File: src/rtl/rc4_phase_ctrl.sv
// rc4_phase_ctrl: sequences the RC4 S-array init, key schedule and keystream
// engines, owns the single S-memory write/address port, and guards every
// working phase with a watchdog that drops the sequence into a sticky error.
module rc4_phase_ctrl #(
    parameter int TIMEOUT = 4096,
    parameter int AW      = 8,
    parameter int DW      = 8
) (
    input  logic          clk,
    input  logic          reset_n,   // synchronous, active-high despite the name
    input  logic          start,
    input  logic          abort,

    output logic          init_rst,
    input  logic [AW-1:0] init_addr,
    input  logic [DW-1:0] init_data,
    input  logic          init_wren,
    input  logic          init_done,

    output logic          ksa_rst,
    input  logic [AW-1:0] ksa_addr,
    input  logic [DW-1:0] ksa_data,
    input  logic          ksa_wren,
    input  logic          ksa_done,

    output logic          prga_rst,
    input  logic [AW-1:0] prga_addr,
    input  logic [DW-1:0] prga_data,
    input  logic          prga_wren,
    input  logic          prga_done,

    output logic [AW-1:0] mem_addr,
    output logic [DW-1:0] mem_data,
    output logic          mem_wren,

    output logic [2:0]    phase,
    output logic          busy,
    output logic          done,
    output logic          error
);

    localparam int WW = $clog2(TIMEOUT) + 1;
    localparam logic [WW-1:0] WDOG_LAST = WW'(TIMEOUT - 1);

    typedef enum logic [2:0] {
        S_IDLE = 3'd0,
        S_INIT = 3'd1,
        S_KSA  = 3'd2,
        S_PRGA = 3'd3,
        S_DONE = 3'd4,
        S_ERR  = 3'd5
    } state_t;

    state_t          r_state;
    logic [WW-1:0]   r_wdog;
    logic            w_own_done;
    state_t          w_next_phase;

    // Select the done of whichever engine owns the current phase; others are ignored.
    always_comb begin
        // NOTE: every always_comb output gets a default first so no latch is inferred.
        w_own_done   = 1'b0;
        w_next_phase = S_IDLE;
        case (r_state)
            S_INIT: begin w_own_done = init_done; w_next_phase = S_KSA;  end
            S_KSA:  begin w_own_done = ksa_done;  w_next_phase = S_PRGA; end
            S_PRGA: begin w_own_done = prga_done; w_next_phase = S_DONE; end
            default: ;
        endcase
    end

    // Phase sequencer and per-phase watchdog; abort outranks start and done.
    always_ff @(posedge clk) begin
        // NOTE: state registers use non-blocking assignments so every flop samples pre-edge values.
        if (reset_n) begin
            r_state <= S_IDLE;
            r_wdog  <= '0;
        end else if (abort) begin
            r_state <= S_IDLE;
            r_wdog  <= '0;
        end else begin
            case (r_state)
                S_IDLE, S_DONE: begin
                    if (start) begin
                        r_state <= S_INIT;
                        r_wdog  <= '0;
                    end
                end
                S_INIT, S_KSA, S_PRGA: begin
                    if (w_own_done) begin
                        r_state <= w_next_phase;
                        r_wdog  <= '0;
                    end else if (r_wdog == WDOG_LAST) begin
                        r_state <= S_ERR;
                    end else begin
                        r_wdog  <= r_wdog + 1'b1;
                    end
                end
                S_ERR:   ;
                default: r_state <= S_IDLE;
            endcase
        end
    end

    // Decode engine resets, status and the zero-latency memory port mux from state;
    // while reset is asserted everything is forced to its idle value immediately.
    always_comb begin
        init_rst = 1'b1;
        ksa_rst  = 1'b1;
        prga_rst = 1'b1;
        mem_addr = '0;
        mem_data = '0;
        mem_wren = 1'b0;
        phase    = 3'd0;
        busy     = 1'b0;
        done     = 1'b0;
        error    = 1'b0;
        if (!reset_n) begin
            phase = r_state;
            busy  = (r_state == S_INIT) || (r_state == S_KSA) || (r_state == S_PRGA);
            done  = (r_state == S_DONE);
            error = (r_state == S_ERR);
            case (r_state)
                S_INIT: begin
                    init_rst = 1'b0;
                    mem_addr = init_addr;
                    mem_data = init_data;
                    mem_wren = init_wren;
                end
                S_KSA: begin
                    ksa_rst  = 1'b0;
                    mem_addr = ksa_addr;
                    mem_data = ksa_data;
                    mem_wren = ksa_wren;
                end
                S_PRGA: begin
                    prga_rst = 1'b0;
                    mem_addr = prga_addr;
                    mem_data = prga_data;
                    mem_wren = prga_wren;
                end
                default: ;
            endcase
        end
    end

endmodule

File: config.mk
export PLATFORM = sky130hd
export DESIGN_NAME = rc4_phase_ctrl
export DESIGN_NICKNAME = d
export VERILOG_FILES = /design/src/rtl/rc4_phase_ctrl.sv
export SDC_FILE = /design/constraint.sdc
export NUM_CORES = 1
export LEC_CHECK = 0
export CORE_MARGIN = 4
export CORE_UTILIZATION = 41
export DETAILED_ROUTE_END_ITERATION = 10
export PLACE_DENSITY = 0.93
export SLEW_MARGIN = 5
export SYNTH_ARGS = -nofsm -noshare
export SYNTH_HDL_FRONTEND = slang
export SYNTH_SLANG_ARGS = --single-unit
File: constraint.sdc
create_clock -name clk -period 3.6 [get_ports clk]
set_input_delay 0.9 -clock clk [delete_from_list [all_inputs] [get_ports clk]]
set_output_delay 0.9 -clock clk [all_outputs]
set_load 0.03 [all_outputs]
======== Word level (Yosys, flattened, before mapping) ========
Index checks and enable logic that the tools add are counted.
W data, S select, Z words.
word-level totals
  input bits .............................. 58
  register bits after elaboration ......... 16
  output and inout bits ................... 26
operators by class
  mux-type cells .......................... 26
  reduce and logical (&&, ||, !) cells .... 9
  equality and inequality tests ........... 9
  bitwise gates (word level) .............. 1
  add/subtract/negate cells ............... 1
operators with widths
  kind                     number
  $pmux W8 S3              2
  $mux W13                 3
  $pmux W13 S2             1
  $pmux W3 S3              2
  $mux W8                  2
  $add A13 B1 Y13 const B  1
  $eq A13 B12 Y1 const B   1
  $mux W3                  4
  $mux W1                  10
  $eq A3 B2 Y1 const B     2
  $eq A3 B3 Y1 const B     2
  $ne A3 B3 Y1 const B     2
  $pmux W1 S3              2
  $reduce_and A3 Y1        2
  $reduce_or A2 Y1         2
  $eq A3 B1 Y1 const B     1
  $logic_not A3 Y1         1
  $reduce_or A3 Y1         1
  $logic_or A1 B1 Y1       2
  $ne A2 B2 Y1 const B     1
  $reduce_bool A2 Y1       1
  $not A1 Y1               1

======== Logic depth before layout (Yosys ltp) ========
Gate-level depths: netlist (run 1).
  depth in word-level cells ............... 4
  depth in mapped cells ................... 6

======== Least setup slack after synthesis (run 1) ========
No wires, ideal clock.
  kind .................................... input to output
  start point ............................. input port reset_n
  end point ............................... output port mem_addr[0]
  data arrival time ....................... 2,040 ps
  cell stages on the path ................. 5
  setup slack ............................. 660 ps
  data required time ...................... 2,700 ps
  path through ............................ buf_2 -> nor2_1 -> o21ai_1 -> clkbuf_1 -> nor2_1
between the ends
  word-level cells in the longest chain between the ends .. 1
RTL lines
  what                line  source
  start: declaration  10    input logic reset_n,
  $mux W8             118   if (!reset_n) begin
  end: declaration    32    output logic [AW-1:0] mem_addr,
Every way passes these cells.

======== Final worst setup path (run 1) ========
  start point ............................. input port reset_n
  end point ............................... output port done
between the ends
  word-level cells in the longest chain between the ends .. 1
RTL lines
  what              line  source
  $mux W1           118
  end: declaration  38    output logic done,
Every way passes these cells.

==> results of run 1 <==
[kinds of logic (layout without fill, tap and decap cells)]
family	count (synthesis)	in the layout	share of synthesized area, %
flip-flops	16	16	21.88
AND/OR/NAND/NOR	90	90	31.20
multiplexers	19	19	13.08
adder cells (fa/ha/maj)	1	1	0.8546
buffers and inverters	20	98	6.410
AO/OA/AOI/OAI	62	62	26.58
[final timing paths]
path	startpoint	end	slack [ns]	cells after the start
setup reg to reg	r_state[0]$_SDFFE_PP0P_	r_wdog[8]$_SDFFE_PP0P_	1.25	6
setup / recovery	reset_n	done	0.14	4
hold / removal	r_wdog[12]$_SDFFE_PP0P_	r_wdog[12]$_SDFFE_PP0P_	0.47	2
hold reg to reg	r_wdog[12]$_SDFFE_PP0P_	r_wdog[12]$_SDFFE_PP0P_	0.47	2
[cells in the final DEF (no fill, tap or decap), drive strengths merged, types with 2 or more instances in the layout]
| master | netlist | layout |
|---|---|---|
| a21oi | 29 | 29 |
| nand4 | 4 | 4 |
| clkbuf | 7 | 4 |
| nor2b | 4 | 4 |
| nand2b | 2 | 2 |
| o211ai | 4 | 4 |
| mux2i | 18 | 18 |
| inv | 4 | 4 |
| clkdlybuf4s50 | 0 | 65 |
| a31oi | 7 | 7 |
| dfxtp | 16 | 16 |
| a41oi | 2 | 2 |
| o31ai | 2 | 2 |
| o21ai | 8 | 8 |
| o211a | 2 | 2 |
| nand3 | 12 | 12 |
| and4 | 2 | 2 |
| buf | 9 | 25 |
| nor2 | 39 | 39 |
| nand2 | 12 | 12 |
| a211oi | 2 | 2 |
| nor4 | 2 | 2 |
| or4b | 4 | 4 |
| and3 | 3 | 3 |
[cell usage after synthesis, types with 2 or more instances]
cell type / n / share of area (%)
a31oi_1: 7 / 3.0
nand2b_1: 2 / 0.85
clkbuf_1: 7 / 1.8
nand3_1: 12 / 4.1
o211ai_1: 4 / 2.1
a211oi_1: 2 / 1.0
nor2_1: 39 / 10
o211a_1: 2 / 1.4
nor2b_1: 4 / 1.7
or4b_1: 4 / 2.7
mux2i_1: 18 / 12
and4_1: 2 / 1.2
and3_1: 3 / 1.3
inv_1: 3 / 0.77
dfxtp_1: 16 / 22
nand4_1: 3 / 1.3
nand2_1: 12 / 3.1
o21ai_1: 8 / 2.7
buf_2: 6 / 2.1
a21oi_1: 29 / 9.9
a41oi_1: 2 / 1.2
[metrics by stage]
| step | power, mW | setup WS [ns] |
|---|---|---|
| floorplan | 0.2636 | 0.6601 |
| global placement | 0.3466 | 0.2252 |
| detailed placement | 0.3496 | 0.1839 |
| CTS | 0.4680 | 0.1796 |
| global route | 0.4884 | 0.06713 |
| finish | 0.4660 | 0.1435 |
[worst max-delay path: stages]
cell and delay [ns]:
clkdlybuf4s50_1 0.53, nor2b_1 0.26, and3_1 0.19, clkdlybuf4s50_1 0.67
[routing by layer]
layer	global-route usage [%]	vias up	share of wire (%)
li1	-	917	-
met1	24.14	846	39
met2	38.88	84	48
met3	9.983	8	12
met4	5.063	0	0.96
met5	0	-	0
[sequential cells by signal, indices dropped and copies added, names as in the netlist]
signal	cells
r_wdog	13
r_state	3
[layout make-up]
type | count | area share (%)
multi-input combinational | 172 | 45.30
timing repair buffer | 90 | 36.18
sequential | 16 | 13.82
tap | 46 | 2.484
clock buffer | 4 | 1.566
inverter | 4 | 0.6479
[power by group]
group | total, mW | internal (mW) | switching [mW]
clock | 0.120 | 0.0616 | 0.0588
sequential | 0.185 | 0.179 | 0.00642
combinational | 0.160 | 0.0943 | 0.0660
total | 0.466 | 0.335 | 0.131
==> summary.md, run 1 <==
| Metric | Value |
|---|---|
| Status | finished clean |
| WL final | 5.023 mm |
| Drt drc | 0 |
| Ys flop type | dfxtp_1 |
| Row cnt | 21 |
| Max VDD drop | 88.74 uV |
| First-pass GRT wire length | 8.004 mm |
| GRT Total Usage | 22.13% |
| IO Pins | 84 |
| Largest net degree at the start of global routing | 23 |
| Clock Skew | 0.001961 ns |
| CTS clk-pin slew, worst paths | 0.09 ns |
| Cell Area, Synth | 1464 um2 |
| Largest fanout on the critical path | 8 |
| 1st-iter DRT viols | 170 |
| Worst skew pair latency | 0.29 ns |
| Nets@finish | 346 |
| Area occupied by multi-input gates | 1050 um2 |
| Resized Gates After CTS | 0 |
| Worst setup SP type | input port |
| CTS tree | yes |
| Sequential share of the synthesized area | 21.88% |
| Register area | 320.3 um2 |
| Final Hold Fails | 0 |
| Layout cell share with drive strength beyond 1 | 12.24% |
| Inst Count DP | 328 |
| Height of the die | 67.76 um |
| Synth Instances | 208 |
| Gr ovfl total | 0 |
| Initial antenna violation count | 0 |
| WP data required | 2.70 ns |
| Routability congestion estimate | 0.8444 |
| DR vias/cell | 5.587 |
| Pleak | 0.8349 nW |
| Per-cell routed wire length | 15.13 um |
| HPWL Detailed | 4.063 mm |
| Fin cells | 332 |
| Post-route cell area | 2317 um2 |
| Vias | 1,855 |
| Diodes inserted | 0 |
| Hold-fix buffers, CTS | 0 |
| Crit path DAT | 2.56 ns |
| Core area | 3390 um2 |
| Async S/R FF share, synth | 0% |
| Measured slew at the worst slew-check pin | 0.6737 ns |
| Post-CTS setup buffer count | 0 |
| Die X | 67.76 um |
| Starting Density | 43.19% |
| Final max-slew violation count | 0 |
| Post-Route Utilization | 68.36% |
| Distinct cells, synth | 44 |
| Drt pass-1 iters | 4 |
| Clock sinks | 16 |
| Syn nets | 267 |
| Root Buffer Master | clkbuf_4 |
| Post-synth EDFFs | 0 |
| Setup Viol. Count Final | 0 |
| Worst hold-check path type | flop to flop |
| Synth warn | 0 |
| Placed instance area | 2281 um2 |
| CTS max path bufs | 2 |
| Pwr dens | 201.1 nW/um2 |
| CTS HTree Levels | 1 |
| Final period util | 96.01% |
| Unrepaired setup endpoints after global routing | false |
| Routed Antenna Nets | 0 |
| Area delta synth->final | 58.29% |
| # fillers | 258 |
| Number of global-route vias before repair | 1,857 |
| Max-Cap Viols | 0 |
| Num CTS Buffers | 3 |
| Crit Path Category | input port to output pin |
| Crit end category | output pin |
| Post-synthesis average cell area | 7.038 um2 |
| Hold slack | 0.4678 ns |
| Setup tns final | 0 ns |
| Die area | 4591 um2 |
| FMAX | 0.2893 GHz |
| Tmin final | 3.456 ns |
| Port Buffers | 83 |
| Seq cells post-synth | 16 |
| Max-slew headroom | 54.71% |
Power figures use the tool's default switching activity.
==> run 2: changes to the inputs <==
--- a/config.mk
+++ b/config.mk
@@ -8,6 +8,7 @@
 export CORE_MARGIN = 4
 export CORE_UTILIZATION = 41
 export DETAILED_ROUTE_END_ITERATION = 10
+export GPL_ROUTABILITY_DRIVEN = 0
 export PLACE_DENSITY = 0.93
 export SLEW_MARGIN = 5
 export SYNTH_ARGS = -nofsm -noshare
==> results of run 2 <==
Same layout as run 1: the final DEF is identical, and so are final timing and power.
==> run 3: changes to the inputs <==
--- a/config.mk
+++ b/config.mk
@@ -9,6 +9,7 @@
 export CORE_UTILIZATION = 41
 export DETAILED_ROUTE_END_ITERATION = 10
 export GPL_ROUTABILITY_DRIVEN = 0
+export GPL_TIMING_DRIVEN = 0
 export PLACE_DENSITY = 0.93
 export SLEW_MARGIN = 5
 export SYNTH_ARGS = -nofsm -noshare
==> summary.md, run 3 (synthesis results as in run 1) <==
| Metric | Value |
|---|---|
| Drt drc | 0 (unchanged) |
| Number of global-route vias before repair | 1,736 (-6.5%) |
| Largest regs | r_wdog (13), r_state (3) |
| Die X | 67.76 um (unchanged) |
| Register area | 320.3 um2 (unchanged) |
| Pwr dens | 196.8 nW/um2 (-2.2%) |
| CTS HTree Levels | 1 (unchanged) |
| Final Power | 0.4692 mW (+0.68%) |
| Worst hold-check path type | flop to flop |
| Num CTS Buffers | 3 (unchanged) |
| CTS clk-pin slew, worst paths | 0.10 ns (about the same) |
| Leading cell type in the layout, fill and taps excluded | clkdlybuf4s50_1 |
| Root Buffer Master | clkbuf_4 |
| Routed Antenna Nets | 0 (unchanged) |
| # fillers | 270 (+4.7%) |
| Largest reg by FF count | r_wdog |
| Max-slew headroom | 33.76% (-21 points) |
| HPWL Detailed | 4.069 mm (+0.14%) |
| Clock Skew | 0.003683 ns (+0.001722 ns) |
| Starting Density | 43.19% (unchanged) |
| Hold slack | 0.4606 ns (-0.007246 ns) |
| Max VDD drop | 98.36 uV (+11%) |
| Status | finished clean |
| Worst setup endpoint | mem_data[6] |
| WP data required | 2.70 ns (about the same) |
| DR vias/cell | 5.499 (-1.6%) |
| Post-route cell area | 2385 um2 (+2.9%) |
| GRT Total Usage | 21.97% (-0.17 points) |
| Setup Viol. Count Final | 0 (unchanged) |
| Diodes inserted | 0 (unchanged) |
| Largest net degree at the start of global routing | 11 (-52%) |
| Largest register FFs | 13 (unchanged) |
| Core area | 3390 um2 (unchanged) |
| Vias | 1,864 (+0.49%) |
| Placed instance area | 2342 um2 (+2.7%) |
| IO Pins | 84 (unchanged) |
| R2R depth | 5 (-1) |
| Pre-CTS WS | 0.06629 ns (-0.1176 ns) |
| Per-cell routed wire length | 14.86 um (-1.8%) |
| CTS max path bufs | 2 (unchanged) |
| Initial antenna violation count | 0 (unchanged) |
| Hold-fix buffers, CTS | 0 (unchanged) |
| Port Buffers | 82 (-1.2%) |
| Measured slew at the worst slew-check pin | 0.9852 ns (+0.3115 ns) |
| Height of the die | 67.76 um (unchanged) |
| Area occupied by multi-input gates | 1054 um2 (+0.36%) |
| Final max-slew violation count | 0 (unchanged) |
| Resized Gates After CTS | 0 (unchanged) |
| Reg-to-reg setup timing slack | 1.57 ns (+0.32 ns) |
| Final period util | 95.78% (-0.23 points) |
| 1st-iter DRT viols | 131 (-23%) |
| Clock sinks | 16 (unchanged) |
| Drt pass-1 iters | 4 (unchanged) |
| Final setup margin | 0.1518 ns (+0.008271 ns) |
| FMAX | 0.2900 GHz (+0.24%) |
| Reg2reg start | r_wdog[0]$_SDFFE_PP0P_ |
| Max-Cap Viols | 0 (unchanged) |
| Crit Path Category | input port to output pin |
| Row cnt | 21 (unchanged) |
| CP startpoint | reset_n |
| Crit end category | output pin |
| Worst R2R End | r_wdog[0]$_SDFFE_PP0P_ |
| Layout cell share with drive strength beyond 1 | 6.826% (-5.4 points) |
| Nets@finish | 353 (+2.0%) |
| Tmin final | 3.448 ns (-0.008271 ns) |
| Post-CTS setup buffer count | 0 (unchanged) |
| Final Hold Fails | 0 (unchanged) |
| First-pass GRT wire length | 7.824 mm (-2.2%) |
| CTS tree | yes |
| Largest fanout on the critical path | 10 (+2) |
| Gr ovfl total | 0 (unchanged) |
| Pleak | 0.8502 nW (+1.8%) |
| Area delta synth->final | 62.91% |
| Die area | 4591 um2 (unchanged) |
| Commonest non-fill, non-tap cells in the layout | clkdlybuf4s50_1, nor2_1, a21oi_1 |
| Crit path DAT | 2.55 ns (about the same) |
| Worst setup SP type | input port |
| WL final | 5.038 mm (+0.30%) |
| Worst skew pair latency | 0.30 ns (about the same) |
| Hold Path Depth | 2 (unchanged) |
-- run 3: changes by cell type in the layout (fill, tap and decap cells not counted), sizes merged --
| cell | change |
|---|---|
| dlymetal6s2s | +2 |
| clkbuf | +6 |
| clkdlybuf4s50 | +15 |
| buf | -16 |
-- run 3: layer usage --
| layer | vias up | global-route usage [%] | part of all wire [%] |
|---|---|---|---|
| met5 | - | 0 | 0 |
| met4 | 0 | 3.291 | 0.20 |
| met3 | 2 | 11.98 | 13 |
| met2 | 86 | 36.21 | 49 |
| met1 | 837 | 25.35 | 38 |
| li1 | 939 | - | - |
-- run 3: power breakdown --
part | internal (mW) | total (mW) | switching, mW
Combinational | 0.0933 | 0.165 | 0.0721
Clock | 0.0617 | 0.124 | 0.0620
Sequential | 0.179 | 0.180 | 0.00118
Total | 0.334 | 0.469 | 0.135
-- run 3: cell type report --
type | instances | area share [%]
multi-input cells | 172 | 44.18
repair buffers | 82 | 34.63
flip-flops and latches | 16 | 13.43
plain buffers | 15 | 3.200
well taps | 46 | 2.413
clock buffers | 4 | 1.522
inverters | 4 | 0.6296
-- run 3: how the worst min path moves through the flow --
stage,slack (ns),startpoint,endpoint
final,0.46,r_wdog[12]$_SDFFE_PP0P_,r_wdog[12]$_SDFFE_PP0P_
after floorplan,0.43,r_wdog[12]$_SDFFE_PP0P_,r_wdog[12]$_SDFFE_PP0P_
after CTS,0.46,r_wdog[12]$_SDFFE_PP0P_,r_wdog[12]$_SDFFE_PP0P_
after global placement,0.44,r_wdog[12]$_SDFFE_PP0P_,r_wdog[12]$_SDFFE_PP0P_
after detailed placement,0.44,r_wdog[12]$_SDFFE_PP0P_,r_wdog[12]$_SDFFE_PP0P_
after global routing,0.49,r_wdog[12]$_SDFFE_PP0P_,r_wdog[12]$_SDFFE_PP0P_
-- run 3: through the flow --
step,setup TNS (ns),utilization [%],std cells
6_report,0,70.36,339
5_1_grt,-0.005663,70.36,339
4_1_cts,0,70.17,340
3_5_place_dp,0,69.10,336
3_3_place_gp,0,69.10,336
2_1_floorplan,0,-,208
-- run 3: critical path, stage by stage --
cell and delay, ns:
buf_2 0.14, nor2_1 0.20, o21ai_2 0.18, clkbuf_1 0.26, nor2_1 0.18, clkdlybuf4s50_1 0.69
